<file path="src/rtl/boss_ctl.sv">
`default_nettype none
// ============================================================================
// boss_ctl : frame-stepped boss behaviour (spawn/patrol/jump/dead), HP and
//            invulnerability. Option macro: BOSS_ENRAGE_EN (faster at half HP).
// Rev 1.0
// ============================================================================
module boss_ctl #(
    parameter int X_MIN         = 106,
    parameter int X_MAX         = 694,
    parameter int SPAWN_X       = 400,
    parameter int SPAWN_Y       = 95,
    parameter int GROUND_Y      = 505,
    parameter int MAX_HP        = 100,
    parameter int SPEED         = 2,
    parameter int JUMP_V0       = 12,
    parameter int GRAVITY       = 1,
    parameter int PATROL_FRAMES = 120,
    parameter int INVULN_FRAMES = 30
) (
    input  logic        clk,
    input  logic        rst,
    input  logic [1:0]  game_active,
    input  logic        frame_tick,
    input  logic        hit,
    input  logic [6:0]  hit_dmg,
    output logic [11:0] boss_x,
    output logic [11:0] boss_y,
    output logic [6:0]  boss_hp,
    output logic        boss_defeated,
    output logic        boss_invuln
);

    typedef enum logic [2:0] {
        S_IDLE   = 3'd0,
        S_SPAWN  = 3'd1,
        S_PATROL = 3'd2,
        S_JUMP   = 3'd3,
        S_DEAD   = 3'd4
    } state_t;

    state_t            state_q, state_d;
    logic              dir_q, dir_d;
    logic signed [7:0] vy_q, vy_d;
    logic [6:0]        patrol_cnt_q, patrol_cnt_d;
    logic [4:0]        inv_cnt_q, inv_cnt_d;
    logic [11:0]       x_q, x_d, y_q, y_d;
    logic [6:0]        hp_q, hp_d;
    logic              defeated_q, defeated_d;
    logic              invuln_q, invuln_d;

    logic [12:0] step;
    logic [6:0]  patrol_last;
`ifdef BOSS_ENRAGE_EN
    logic enraged;
    assign enraged     = (hp_q <= 7'(MAX_HP / 2));
    assign step        = enraged ? 13'(2 * SPEED) : 13'(SPEED);
    assign patrol_last = enraged ? 7'(PATROL_FRAMES / 2 - 1) : 7'(PATROL_FRAMES - 1);
`else
    assign step        = 13'(SPEED);
    assign patrol_last = 7'(PATROL_FRAMES - 1);
`endif

    // Horizontal patrol step with edge clamp and direction flip (shared by PATROL/JUMP)
    logic [12:0] x_right, x_left;
    logic [11:0] hx;
    logic        hdir;
    assign x_right = {1'b0, x_q} + step;
    assign x_left  = {1'b0, x_q} - step;

    always_comb begin
        hx   = x_q;
        hdir = dir_q;
        if (!dir_q) begin
            if (x_right >= 13'(X_MAX)) begin
                hx   = 12'(X_MAX);
                hdir = 1'b1;
            end else begin
                hx = x_right[11:0];
            end
        end else begin
            if (x_left[12] || x_left <= 13'(X_MIN)) begin
                hx   = 12'(X_MIN);
                hdir = 1'b0;
            end else begin
                hx = x_left[11:0];
            end
        end
    end

    logic [12:0]        y_spawn;
    logic signed [13:0] y_jump;
    logic               hit_ok;
    logic [6:0]         hp_sub;
    assign y_spawn = {1'b0, y_q} + 13'(SPEED);
    assign y_jump  = $signed({2'b00, y_q}) + {{6{vy_q[7]}}, vy_q};
    assign hit_ok  = hit && (inv_cnt_q == 5'd0) &&
                     (state_q == S_PATROL || state_q == S_JUMP);
    assign hp_sub  = (hit_dmg >= hp_q) ? 7'd0 : (hp_q - hit_dmg);

    always_comb begin
        state_d      = state_q;
        dir_d        = dir_q;
        vy_d         = vy_q;
        patrol_cnt_d = patrol_cnt_q;
        inv_cnt_d    = inv_cnt_q;
        x_d          = x_q;
        y_d          = y_q;
        hp_d         = hp_q;
        defeated_d   = 1'b0;
        case (game_active)
            2'd0: begin
                state_d      = S_IDLE;
                dir_d        = 1'b0;
                vy_d         = 8'sd0;
                patrol_cnt_d = 7'd0;
                inv_cnt_d    = 5'd0;
                x_d          = 12'(SPAWN_X);
                y_d          = 12'(SPAWN_Y);
                hp_d         = 7'(MAX_HP);
            end
            2'd1: begin
                if (frame_tick) begin
                    if (state_q != S_IDLE && inv_cnt_q != 5'd0)
                        inv_cnt_d = inv_cnt_q - 5'd1;
                    case (state_q)
                        S_IDLE: state_d = S_SPAWN;
                        S_SPAWN: begin
                            if (y_spawn >= 13'(GROUND_Y)) begin
                                y_d          = 12'(GROUND_Y);
                                state_d      = S_PATROL;
                                patrol_cnt_d = 7'd0;
                            end else begin
                                y_d = y_spawn[11:0];
                            end
                        end
                        S_PATROL: begin
                            x_d   = hx;
                            dir_d = hdir;
                            if (patrol_cnt_q >= patrol_last) begin
                                state_d      = S_JUMP;
                                vy_d         = 8'sd0 - 8'(JUMP_V0);
                                patrol_cnt_d = 7'd0;
                            end else begin
                                patrol_cnt_d = patrol_cnt_q + 7'd1;
                            end
                        end
                        S_JUMP: begin
                            x_d   = hx;
                            dir_d = hdir;
                            if (y_jump >= $signed(14'(GROUND_Y))) begin
                                y_d          = 12'(GROUND_Y);
                                vy_d         = 8'sd0;
                                state_d      = S_PATROL;
                                patrol_cnt_d = 7'd0;
                            end else begin
                                y_d  = y_jump[11:0];
                                vy_d = vy_q + 8'(GRAVITY);
                            end
                        end
                        default: ;
                    endcase
                end
                // A killing hit overrides any same-cycle state change but keeps the motion
                if (hit_ok) begin
                    hp_d      = hp_sub;
                    inv_cnt_d = 5'(INVULN_FRAMES);
                    if (hp_sub == 7'd0) begin
                        state_d    = S_DEAD;
                        defeated_d = 1'b1;
                    end
                end
            end
            default: ;
        endcase
        invuln_d = (inv_cnt_d != 5'd0);
    end

    always_ff @(posedge clk or posedge rst) begin
        if (rst) begin
            state_q      <= S_IDLE;
            dir_q        <= 1'b0;
            vy_q         <= 8'sd0;
            patrol_cnt_q <= 7'd0;
            inv_cnt_q    <= 5'd0;
            x_q          <= 12'(SPAWN_X);
            y_q          <= 12'(SPAWN_Y);
            hp_q         <= 7'(MAX_HP);
            defeated_q   <= 1'b0;
            invuln_q     <= 1'b0;
        end else begin
            state_q      <= state_d;
            dir_q        <= dir_d;
            vy_q         <= vy_d;
            patrol_cnt_q <= patrol_cnt_d;
            inv_cnt_q    <= inv_cnt_d;
            x_q          <= x_d;
            y_q          <= y_d;
            hp_q         <= hp_d;
            defeated_q   <= defeated_d;
            invuln_q     <= invuln_d;
        end
    end

    assign boss_x        = x_q;
    assign boss_y        = y_q;
    assign boss_hp       = hp_q;
    assign boss_defeated = defeated_q;
    assign boss_invuln   = invuln_q;

endmodule
`default_nettype wire

</file>
<file path="config.mk">
export PLATFORM = sky130hd
export DESIGN_NAME = boss_ctl
export DESIGN_NICKNAME = d
export VERILOG_FILES = /design/src/rtl/boss_ctl.sv
export SDC_FILE = /design/constraint.sdc
export NUM_CORES = 1
export LEC_CHECK = 0
export BUFFER_PORTS_ARGS = -buffer_cell sky130_fd_sc_hd__buf_2
export CAP_MARGIN = 20
export CORE_UTILIZATION = 55
export DETAILED_ROUTE_END_ITERATION = 10
export PLACE_DENSITY_LB_ADDON = 0.3
export SYNTH_ARGS = -nofsm -noshare
export SYNTH_HDL_FRONTEND = slang
export SYNTH_SLANG_ARGS = --single-unit
</file>
<file path="constraint.sdc">
create_clock -name clk -period 6.8 [get_ports clk]
set_input_delay 1.36 -clock clk [delete_from_list [all_inputs] [get_ports clk]]
set_output_delay 1.36 -clock clk [all_outputs]
set_load 0.005 [all_outputs]
</file>
======== After elaboration in Yosys (flattened, before gate mapping) ========
Cells that the tools add are included.
word-level totals
  bits in registers ....................... 57
  input port bits ......................... 13
  output and inout port bits .............. 33
  logic and storage cells ................. 102
cells by class
  add/subtract/negate cells ............... 8
  $lt $le $gt $ge ......................... 6
  equal/unequal tests ..................... 13
  multiplexer cells ....................... 46
  reduce and logical (&&, ||, !) cells .... 19
operators by type and width
  cell                                                                                    count
  12-bit 2-to-1 mux                                                                       8
  12-bit one-hot mux with 2 select lines                                                  3
  7-bit 2-to-1 mux                                                                        6
  8-bit one-hot mux with 2 select lines                                                   2
  7-bit one-hot mux with 2 select lines                                                   2
  12-bit by 2-bit adder with 13-bit output (second input constant)                        2
  8-bit 2-to-1 mux                                                                        3
  7-bit one-hot mux with 3 select lines                                                   1
  3-bit 2-to-1 mux                                                                        6
  5-bit 2-to-1 mux                                                                        3
  13-bit by 8-bit adder with 14-bit output                                                1
  14-bit by 10-bit greater-or-equal comparator with 1-bit output (second input constant)  1
  13-bit by 10-bit greater-or-equal comparator with 1-bit output (second input constant)  1
  13-bit by 9-bit greater-or-equal comparator with 1-bit output (second input constant)   1
  13-bit by 7-bit <= comparator with 1-bit output (second input constant)                 1
  12-bit by 2-bit subtractor with 13-bit output (second input constant)                   1
  3-bit inequality test (second input constant)                                           4
  3-bit one-hot mux with 4 select lines                                                   1
  5-bit one-hot mux with 2 select lines                                                   1
  5-bit nonzero test                                                                      2
  8-bit by 2-bit adder with 8-bit output (second input constant)                          1
  1-bit 2-to-1 mux                                                                        8
  7-bit by 1-bit adder with 7-bit output (second input constant)                          1
  7-bit greater-or-equal comparator                                                       1
  other kinds (24)                                                                        31

======== Logic depth before layout (Yosys ltp) ========
  word-level depth ........................ 8
  gate-level depth with buffers ........... 13
  gate-level depth less buffers ........... 13

======== Worst setup path after synthesis ========
Ideal clock, no wire load.
  kind .................................... input-to-reg
  start ................................... input port hit_dmg[1]
  end ..................................... register state_q[0]
  setup time .............................. 0.133 ns
  arrival ................................. 3.160 ns
  data required time ...................... 6.667 ns
  slack ................................... 3.506 ns
  stages .................................. 11
  buffers on the path ..................... 0
  path through ............................ inv_1 ha_1 nor2b_1 o21ai_0 a21oi_1 o21ai_0 a21boi_0 o31ai_1 a32oi_1 a21oi_1 a211oi_1
on the way
  word-level cells in the longest chain between the ends .. 6
  elaborated cells on any way between the ends .. 7
  those cells by class .................... 1 x add/sub; 1 x order compare; 4 x mux; 1 x reduce/logical
ends and longest elaborated chain
  what                                                                          line  text
  from (decl)                                                                   25    input logic [6:0] hit_dmg,
  7-bit subtractor / 7-bit greater-or-equal comparator (equally long branches)  98    assign hp_sub = (hit_dmg >= hp_q) ? 7'd0 : (hp_q - hit_dmg);
  7-bit 2-to-1 mux *                                                            98
  7-bit logical NOT *                                                           167   if (hp_sub == 7'd0) begin
  3-bit 2-to-1 mux *                                                            167
  3-bit 2-to-1 mux *                                                            164   if (hit_ok) begin
  3-bit one-hot mux with 2 select lines *                                       110   case (game_active)
  to (signal assigned)                                                          191   state_q <= state_d;
  to (decl)                                                                     41    state_t state_q, state_d;
Mark *: on every way between the ends. The rest lies on a longest branch, timed or not.
A chain may end at the register's enable or synchronous reset.

======== Worst setup path in the final report ========
  start ................................... register vy_q[7]
  end ..................................... register y_q[7], in the netlist boss_y[7]
on the way
  word-level cells in the longest chain between the ends .. 6
ends and longest elaborated chain
  what                                                            line  text
  from (decl)                                                     43    logic signed [7:0] vy_q, vy_d;
  from (signal assigned)                                          193   vy_q <= vy_d;
  13-bit by 8-bit adder with 14-bit output *                      95    assign y_jump = $signed({2'b00, y_q}) + {{6{vy_q[7]}}, vy_q};
  14-bit by 10-bit greater-or-equal comparator with 1-bit output  150   if (y_jump >= $signed(14'(GROUND_Y))) begin
  12-bit 2-to-1 mux *                                             150
  12-bit one-hot mux with 2 select lines *                        125   case (state_q)
  12-bit 2-to-1 mux *                                             122   if (frame_tick) begin
  12-bit one-hot mux with 2 select lines *                        110
  to (signal assigned)                                            186   y_q <= 12'(SPAWN_Y);
  to (signal assigned)                                            197   y_q <= y_d;
  to (decl)                                                       46    logic [11:0] x_q, x_d, y_q, y_d;
Mark *: on every way between the ends. The rest lies on a longest branch, timed or not. The select of a mux whose other input is x is not followed.

==> impl_metrics.json <==
{
  "final_cell_area_um2": 5240,
  "end_kind": "flip-flop",
  "ios": 46,
  "outcome": "complete, no violations",
  "reg2reg_depth": 10,
  "cp_slowest_cell": "a21oi_1",
  "slew_viol_final": 0,
  "drt_iter0_drc": 397,
  "cts_buffer_depth": 2,
  "nets": 689,
  "htree_levels": 2,
  "start_util_pct": 58.2,
  "io_buffers": 44,
  "vias": 4948,
  "p_sw_uw": 228,
  "hpwl_um": 9310,
  "syn_area_um2": 4880,
  "drt-total-wl_um": 12600,
  "ys_seq_area_share_pct": 29.0,
  "cp-start-kind": "flip-flop",
  "area_growth_pct": 7.49,
  "fin_crit_ns": 3.78,
  "path_buf_inv": 0,
  "crit_arrival_ns": 3.97,
  "gp_congestion": 0.943,
  "peakVddDrop_mv": 0.112,
  "pwr-share-comb_pct": 20.6,
  "clock_skew_ns": 0.0122,
  "path_clk_slew_ns": 0.10,
  "grt_pass1_wl_um": 21400,
  "synth_nets": 664,
  "cts_resized": 0,
  "cp_top_family": "compound AO/OA/AOI/OAI gates",
  "grt_use_total_pct": 29.1,
  "finalHoldViolCount": 0,
  "placed_area_um2": 5110,
  "powerDensity_nw_per_um2": 151,
  "drc": 0,
  "clock_power_share_pct": 32.6,
  "worstHoldStart": "boss_hp[6]$_DFFE_PP1P_",
  "die_area_um2": 9250,
  "rsz0062_at_grt": "no",
  "fmax_mhz": 264,
  "timing.rr.end": "boss_y[7]$_DFFE_PP0P_",
  "synthCells": 619,
  "critPathMaxStageDelay_ns": 0.64,
  "setup_viol": 0,
  "grt.overflow.total": 0,
  "diodes": 0,
  "r2r_start": "vy_q[7]$_DFFE_PP0P_",
  "cts_tree": "done",
  "postCtsHoldBufs": 0,
  "fin_util_pct": 62.5,
  "die_width_um": 96.2,
  "drive_gt1_share_pct": 13.6,
  "worstSkewPairLatency_ns": 0.31,
  "rows": 33,
  "core_area_um2": 8380,
  "antenna_found_initial": 0,
  "syn_area_per_cell_um2": 7.88,
  "hold-path-cell-count": 1,
  "grt_start_max_net_pins": 57,
  "avgRoutedWirePerCell_um": 16.8,
  "synthArstFlopShare_pct": 100,
  "ant_nets": 0,
  "synth_edf_count": 0,
  "swShare_pct": 28.9,
  "yosysWarningCount": 0,
  "tns_ns": 0,
  "cp_cell_sequence": "ha_1 -> a21o_1 -> or3_1 -> o21ai_1 -> mux2_2 -> nor2_1 -> o2111ai_1 -> a21oi_1 -> a211oi_1 -> a211o_1",
  "dr.pass1.iters": 5,
  "ys_ff_latch": 56,
  "viasPerCell": 6.60,
  "ys_types": 77,
  "maxCapViolCount": 0,
  "leakage_nw": 2.35,
  "crit_required_ns": 6.99,
  "share_seq_of_total_power_pct": 46.8,
  "tightestPinTransition_ns": 0.759,
  "synth_flop_cell": "dfrtp_1",
  "p_int_uw": 562,
  "crit_type": "reg -> reg",
  "cts_setup_buffers": 0,
  "hold_class": "reg -> reg",
  "hold_path_end": "boss_hp[6]$_DFFE_PP1P_",
  "r2r_slack_ns": 3.02,
  "clock-sinks": 56,
  "worstPathMaxFanout": 12,
  "numCtsBuffers": 5,
  "max_slew_margin_pct": 49.4,
  "fin_crit_sh_pct": 55.6,
  "die_height_um": 96.2,
  "clock-root-buffer": "clkbuf_8",
  "grt_pass1_vias": 4664
}
## Yosys cell counts, types with 7 or more instances
master	instances	area [um2]
or3_1	7	43.8
o22ai_1	7	43.8
inv_1	38	143
xnor2_1	8	70.1
nor2_1	43	161
ha_1	30	375
nand4_1	8	50.1
nor3_1	20	100
nor2b_1	10	62.6
a21oi_1	66	330
dfrtp_1	44	1100
a31oi_1	16	100
nand2_1	62	233
o21ai_0	30	150
o21a_1	9	67.6
xor2_1	7	61.3
nand2b_1	7	43.8
a21o_1	9	67.6
and3_1	9	56.3
clkbuf_1	19	71.3
o31ai_1	13	97.6
nand3_1	26	130
dfstp_2	12	315
## logic make-up after synthesis
| logic type | after synthesis | synth area share, % |
|---|---|---|
| compound gates | 217 | 29.2 |
| xor+xnor | 15 | 2.69 |
| fa+ha+maj | 32 | 8.52 |
| buf+inv | 65 | 5.52 |
| mux | 5 | 1.08 |
| simple gates | 228 | 23.9 |
| other cells | 1 | 0.0769 |
| flops | 56 | 29.0 |
## power groups by stage
stage | clock network (mW) | logic (mW) | registers, mW
after floorplan | 0 | 0.121 | 0.370
after global placement | 0 | 0.155 | 0.375
after detailed placement | 0 | 0.161 | 0.376
after CTS | 0.263 | 0.162 | 0.370
after global routing | 0.274 | 0.183 | 0.373
final | 0.257 | 0.163 | 0.370
## layer usage
metal | GRT usage (%) | part of all wire [%] | wire length [um] | up-vias
li1 | - | - | - | 2335
met4 | 10.3 | 3.0 | 382 | 0
met5 | 0 | 0 | 0 | -
met1 | 38.4 | 43 | 5450 | 2345
met3 | 3.63 | 6.3 | 799 | 37
met2 | 48.9 | 48 | 6010 | 231
## worst reg2reg max path, cell delays in order (launching register included)
cell and delay, ns:
dfrtp_1 0.60, ha_1 0.41, a21o_1 0.22, or3_1 0.30, o21ai_1 0.25, mux2_2 0.37, nor2_1 0.18, o2111ai_1 0.21
a21oi_1 0.64, a211oi_1 0.19, a211o_1 0.30
## cell usage in the layout, fill, tap and decap left out, drive strengths merged, types with 6 or more instances in the layout
cell type   n
a21oi      67
nand2      62
buf        45
dfrtp      44
nor2       44
inv        38
o21ai      35
ha         30
nand3      26
nor3       20
a31oi      16
o31ai      14
dfstp      12
nor2b      10
and3        9
a21o        9
o21a        9
nand2b      9
nand4       8
xnor2       8
or3         7
xor2        7
o22ai       7
or2         7
o211ai      6
a22oi       6
nor4        6
clkbuf      6
## registers in the layout, indices dropped and copies added (netlist names)
signal         cells
boss_invuln        1
boss_hp            7
boss_x            11
boss_defeated      1
state_q            3
boss_y            12
inv_cnt_q          5
vy_q               8
dir_q              1
patrol_cnt_q       7
## through the flow
step / total power, mW / hold slack (ns) / instances / worst slack, ns
4_1_cts: 0.795 / 0.524 / 750 / 3.11
3_3_place_gp: 0.531 / 0.506 / 742 / 3.23
3_5_place_dp: 0.537 / 0.503 / 742 / 3.11
2_1_floorplan: 0.492 / 0.495 / 619 / 3.51
6_report: 0.791 / 0.518 / 750 / 3.02
5_1_grt: 0.830 / 0.536 / 750 / 2.77
## final cells by class
type	instances	area, um2
Clock buffer	6	72.6
Clock inverter	2	60.1
Fill cell	766	3140
Inverter	38	143
Multi-Input combinational cell	498	3190
Sequential cell	56	1420
Tap cell	105	131
Timing Repair Buffer	45	228
## how the worst max path moves through the flow
| stage | startpoint | to | slack [ns] | depth (start not counted) |
|---|---|---|---|---|
| global route | vy_q[7]$_DFFE_PP0P_ | boss_y[7]$_DFFE_PP0P_ | 2.77 | 10 |
| detailed placement | hit_dmg[1] | state_q[0]$_DFFE_PP0N_ | 3.11 | 12 |
| finish | vy_q[7]$_DFFE_PP0P_ | boss_y[7]$_DFFE_PP0P_ | 3.02 | 10 |
| CTS | vy_q[7]$_DFFE_PP0P_ | boss_y[7]$_DFFE_PP0P_ | 3.11 | 10 |
| global placement | hit_dmg[1] | state_q[0]$_DFFE_PP0N_ | 3.23 | 12 |
| floorplan | hit_dmg[1] | state_q[0]$_DFFE_PP0N_ | 3.51 | 11 |
Power figures use the tool's default switching activity.
